## config.mk

```make
export PLATFORM = sky130hd
export DESIGN_NAME = imem_dmem_arbiter
export DESIGN_NICKNAME = d
export VERILOG_FILES = /design/src/rtl/imem_dmem_arbiter_pkg.sv /design/src/rtl/imem_dmem_arbiter.sv
export SDC_FILE = /design/constraint.sdc
export NUM_CORES = 1
export LEC_CHECK = 0
export ABC_AREA = 1
export ABC_CLOCK_PERIOD_IN_PS = 2110
export CAP_MARGIN = 40
export CORE_AREA = 2 2 196 198
export CTS_BUF_LIST = sky130_fd_sc_hd__clkbuf_2
export DETAILED_ROUTE_END_ITERATION = 16
export DIE_AREA = 0 0 198 200
export PLACE_DENSITY = 0.4
export SLEW_MARGIN = 20
export SYNTH_ARGS = -nofsm -noshare
export SYNTH_HDL_FRONTEND = slang
export SYNTH_SLANG_ARGS = --single-unit
```

## constraint.sdc

```tcl
create_clock -name clock -period 2.11 [get_ports clock]
set_input_delay 0.422 -clock clock [delete_from_list [all_inputs] [get_ports clock]]
set_output_delay 0.422 -clock clock [all_outputs]
set_load 0.02 [all_outputs]
```

## src/rtl/imem_dmem_arbiter_pkg.sv

```systemverilog
// Shared encodings for the fetch/data memory arbiter: FSM states, owner tags
// and the default starvation limit used by the optional guard.
package imem_dmem_arbiter_pkg;

  typedef enum logic [1:0] {
    ARB_IDLE    = 2'd0,
    ARB_WAIT_IF = 2'd1,
    ARB_WAIT_D  = 2'd2
  } arb_state_e;

  typedef enum logic {
    ARB_OWN_IF = 1'b0,
    ARB_OWN_D  = 1'b1
  } arb_owner_e;

  localparam int unsigned ARB_STARVE_MAX = 4;

  // Starvation counter is at least 3 bits wide, wider if the limit needs it.
  function automatic int unsigned starve_cnt_w(input int unsigned max_cnt);
    int unsigned w;
    w = $clog2(max_cnt + 1);
    return (w < 3) ? 3 : w;
  endfunction

endpackage

```

## src/rtl/imem_dmem_arbiter.sv

```systemverilog
// Single-outstanding arbiter sharing one memory port between fetch and data.
// Optional fetch starvation guard enabled by defining ARB_STARVE_GUARD_EN.
module imem_dmem_arbiter
  import imem_dmem_arbiter_pkg::*;
#(
  parameter int unsigned ADDR_W     = 64,
  parameter int unsigned DATA_W     = 64,
  parameter int unsigned STARVE_MAX = ARB_STARVE_MAX
) (
  input  logic                clock,
  input  logic                reset,
  input  logic                if_req_i,
  input  logic [ADDR_W-1:0]   if_addr_i,
  output logic                if_gnt_o,
  output logic                if_rvalid_o,
  output logic [31:0]         if_rdata_o,
  output logic                if_wait_o,
  input  logic                d_req_i,
  input  logic                d_we_i,
  input  logic [ADDR_W-1:0]   d_addr_i,
  input  logic [DATA_W-1:0]   d_wdata_i,
  input  logic [DATA_W/8-1:0] d_wmask_i,
  output logic                d_gnt_o,
  output logic                d_rvalid_o,
  output logic [DATA_W-1:0]   d_rdata_o,
  output logic                d_wait_o,
  output logic                mem_req_o,
  output logic                mem_we_o,
  output logic [ADDR_W-1:0]   mem_addr_o,
  output logic [DATA_W-1:0]   mem_wdata_o,
  output logic [DATA_W/8-1:0] mem_wmask_o,
  input  logic                mem_gnt_i,
  input  logic                mem_rvalid_i,
  input  logic [DATA_W-1:0]   mem_rdata_i
);

  arb_state_e state_reg;
  logic       hi_reg;
  logic       force_if;
  logic       idle;
  arb_owner_e sel_owner;

`ifdef ARB_STARVE_GUARD_EN
  localparam int unsigned CNT_W = starve_cnt_w(STARVE_MAX);
  logic [CNT_W-1:0] starve_cnt_reg;

  assign force_if = (starve_cnt_reg >= CNT_W'(STARVE_MAX));

  always_ff @(posedge clock) begin
    if (reset) begin
      starve_cnt_reg <= '0;
    end else if (!if_req_i || if_gnt_o) begin
      starve_cnt_reg <= '0;
    end else if (d_gnt_o && (starve_cnt_reg < CNT_W'(STARVE_MAX))) begin
      starve_cnt_reg <= starve_cnt_reg + 1'b1;
    end
  end
`else
  assign force_if = 1'b0;
`endif

  assign idle = (state_reg == ARB_IDLE) && !reset;

  // Data wins unless the guard has tripped and fetch is actually asking.
  assign sel_owner = (d_req_i && !(force_if && if_req_i)) ? ARB_OWN_D : ARB_OWN_IF;

  assign mem_req_o = idle && (if_req_i || d_req_i);

  always_comb begin
    mem_we_o    = 1'b0;
    mem_addr_o  = '0;
    mem_wdata_o = '0;
    mem_wmask_o = '0;
    if (mem_req_o) begin
      if (sel_owner == ARB_OWN_D) begin
        mem_we_o    = d_we_i;
        mem_addr_o  = d_addr_i;
        mem_wdata_o = d_wdata_i;
        mem_wmask_o = d_wmask_i;
      end else begin
        mem_addr_o  = if_addr_i;
      end
    end
  end

  assign if_gnt_o = mem_req_o && mem_gnt_i && (sel_owner == ARB_OWN_IF);
  assign d_gnt_o  = mem_req_o && mem_gnt_i && (sel_owner == ARB_OWN_D);

  // Responses are only routed while a transaction is outstanding.
  assign if_rvalid_o = !reset && (state_reg == ARB_WAIT_IF) && mem_rvalid_i;
  assign d_rvalid_o  = !reset && (state_reg == ARB_WAIT_D) && mem_rvalid_i;

  assign if_rdata_o = reset  ? 32'd0 :
                      hi_reg ? mem_rdata_i[63:32] : mem_rdata_i[31:0];
  assign d_rdata_o  = reset ? '0 : mem_rdata_i;

  assign if_wait_o = !reset &&
                     (((state_reg != ARB_WAIT_IF) && if_req_i) ||
                      ((state_reg == ARB_WAIT_IF) && !mem_rvalid_i));
  assign d_wait_o  = !reset &&
                     (((state_reg != ARB_WAIT_D) && d_req_i) ||
                      ((state_reg == ARB_WAIT_D) && !mem_rvalid_i));

  always_ff @(posedge clock) begin
    if (reset) begin
      state_reg <= ARB_IDLE;
      hi_reg    <= 1'b0;
    end else begin
      case (state_reg)
        ARB_IDLE: begin
          if (mem_req_o && mem_gnt_i) begin
            state_reg <= (sel_owner == ARB_OWN_D) ? ARB_WAIT_D : ARB_WAIT_IF;
            hi_reg    <= if_addr_i[2];
          end
        end
        ARB_WAIT_IF, ARB_WAIT_D: begin
          if (mem_rvalid_i) begin
            state_reg <= ARB_IDLE;
          end
        end
        default: state_reg <= ARB_IDLE;
      endcase
    end
  end

endmodule
```

==> impl_results.md <==
- Number of antenna violations at the first check in global routing: 3
- PD cells: 253 nW/um^2
- IO Count: 511
- Max Root-Sink Buffers: 2
- Setup Viol. Count Final: 64
- Period utilization: 108%
- Critical path class: reg2out
- Worst-Skew Late Latency: 200 ps
- WL met2: 12.5 mm
- Reg2reg end: state_reg[0]
- Max Slew Vio Count: 0
- RSZ-0062 raised after global routing: yes
- Post-layout util: 23.7%
- Number of flip-flops in the largest register: 2
- Crit path top cell by count: inv_2
- DP HPWL: 19.9 mm
- Post-Syn Nets: 900
- Vias in the first global route: 5896
- Clock Skews: 2.52 ps
- HP Class: reg2reg
- Area of the core: 37400 sq um
- Final Power: 2250 uW
- Core Rows: 71
- Die Ht: 200 um
- R2R Setup Slk: 640 ps
- Starting Density: 7.44%
- Grt ovf: 0
- Status: finished, violations left
- Routed met1 length: 8.94 mm
- Layout cells sized above 1: 27.0%
- CP Capture Point: mem_addr_o[37]
- Sink Count: 3
- Gp weighted congestion: 0.864
- Internal Pwr Total: 1180 uW
- Top cells by area, synth: nand2_1 28%, nor2_1 19%, a21oi_1 14%
- Slew HR: 83.2%
- Port Buffers: 510
- Worst setup startpoint: state_reg[1]
- Area Overhead vs Synth: 219%
- Worst-path cell chain: inv_2 -> ha_4 -> inv_2 -> nor2_4 -> inv_2 -> a21oi_4 -> clkinv_4 -> buf_12 -> buf_16 -> buf_8 -> a21oi_4 -> buf_6
- Clock share of power: 3.6%
- Top Layer Used: met5
- FF-to-FF path depth: 11
- Max Fclk: 439 MHz
- Share of the synthesized area in the top cell type: 28.4%
- Failing checks: setup timing
- Endpoint class of the critical path: primary output
- Fin cells: 1672
- Syn Inst Count: 626
- Die Width: 198 um
- Root buffer cell: clkbuf_2
- CP arrival: 1860 ps
- GRT Overall Usage: 10.7%
- Register area share after synthesis: 2.16%
- Die area: 39600 sq um
- CTS clk-pin slew, worst paths: 40 ps
- Max incr delay on CP: 320 ps
- Inst Count DP: 1645
- Syn. warnings: 0
- Synth Cell Area: 2780 sq um
- Routed wire length on met3: 2.34 mm
- Synth cell types: 17
- Sw frac: 47.5%
- Startpoint types: flop
- Min Tclk post-route: 2280 ps
- Crit path buffers/inverters: 8
- Slowest CP cell: dfxtp_2
- Antenna-violating nets left: 0
- Actual slew at the worst max-slew pin: 250 ps
- Hold depth: 3
- Yosys reg bits: 3
- Mean Syn Cell Area: 4.45 sq um
- Htree depth: 1
- Max VDD drop: 0.0870 mV
- Reported net switching power: 1070 uW
- Initial DRC Count: 161
- Combinational cell fraction of total power: 93.7%
- WP data required: 1690 ps
- Critical path depth: 12
- Flop pwr share: 2.8%
- Cts hold-fix bufs: 0
- Largest area contributor in the netlist: nand2_1
- Commonest non-fill, non-tap cell in the layout: clkdlybuf4s50_1
- DRC: 0
- Crit-path leading delay family: buffers and inverters
- First-pass GRT wire length: 33.0 mm
- CTS tree: built
- Commonest cells after routing, fill and taps aside: 273 x clkdlybuf4s50_1, 211 x nand2_1, 140 x buf_4
- Vias/cell: 3.54
- Final Hold Viols: 0
- Avg WL per Cell: 14.7 um
- P_leak: 0.00430 uW
- Detailed-route via count: 5921
- Largest net degree at the start of global routing: 51
- Net count, final: 1435
- Setup WS post-layout: -168 ps
- R2r startpoint: state_reg[1]
- Final WL: 24.6 mm
- Critical Path Fanout Max: 5
- Max Cap Violations: 0
- Pre-antenna DRT Iters: 4
- CTS Buf Count: 3
stage by stage:
step	worst slack, ps	hold slack, ps	instance area [sq um]	TNS, ps
3_3_place_gp	-517	590	8720	-58870
5_1_grt	-272	628	8880	-14790
3_5_place_dp	-569	592	8720	-60140
2_1_floorplan	152	456	2780	0
4_1_cts	-117	598	8690	-1970
6_report	-168	592	8880	-5880
logic make-up after synthesis:
logic type      after synthesis  synth area share, %
flops                         3                 2.16
simple gates                355                 48.4
buf+inv                     129                 20.6
compound gates              136                 27.6
fa+ha+maj                     3                 1.35
worst register-to-register path, stage by stage, from the launching register on:
cell,delay (ps)
dfxtp_2,320
inv_2,70
ha_4,130
inv_2,40
nor2_4,100
buf_4,110
buf_4,90
nand3_2,100
nor2_2,140
buf_4,120
nand2_1,40
a21oi_1,130
worst min path at each step:
stage / end / from / slack (ps)
final: state_reg[0] / state_reg[0] / 590
after global routing: state_reg[1] / state_reg[1] / 630
after CTS: state_reg[0] / state_reg[0] / 600
after detailed placement: state_reg[0] / state_reg[0] / 590
after global placement: state_reg[0] / state_reg[0] / 590
after floorplan: state_reg[1] / state_reg[1] / 460
synthesized netlist by cell type:
cell type,instances
a21oi_1,80
a21oi_2,20
a21oi_4,1
buf_2,24
buf_4,1
buf_6,7
clkbuf_1,23
dfxtp_1,3
ha_1,3
inv_1,72
inv_2,1
inv_4,1
nand2_1,211
nand3_2,1
nor2_1,142
nor2_4,1
o21ai_0,35
layer usage:
layer	up-vias	GRT usage [%]
met4	4	3.20
met5	-	0
met1	2581	11.5
met3	41	3.07
li1	2966	-
met2	329	20.2
power groups by stage:
stage / Combinational (uW) / Sequential (uW) / Clock [uW]
finish: 2100 / 62.0 / 80.2
global route: 2250 / 62.3 / 92.9
CTS: 2010 / 61.9 / 86.0
detailed placement: 2050 / 62.3 / 0
global placement: 2060 / 62.3 / 0
floorplan: 811 / 62.3 / 0
area by class of cell:
cell class / count / area, sq um
repair buffers: 585 / 5450
fillers: 4322 / 28500
well taps: 511 / 639
diodes: 1 / 2.50
inverters: 74 / 283
clock buffers: 4 / 20.0
multi-input cells: 494 / 2420
flip-flops and latches: 3 / 62.6
what timing repair did:
action / CTS / global route
resized for setup: 677 / 207
endpoints found under the setup margin: 226 / 158
endpoints found under the hold margin: 0 / 0
setup buffers: 12 / 10
pin swaps: 1 / 2
gates cloned: 2 / 2
Power figures use the tool's default switching activity.
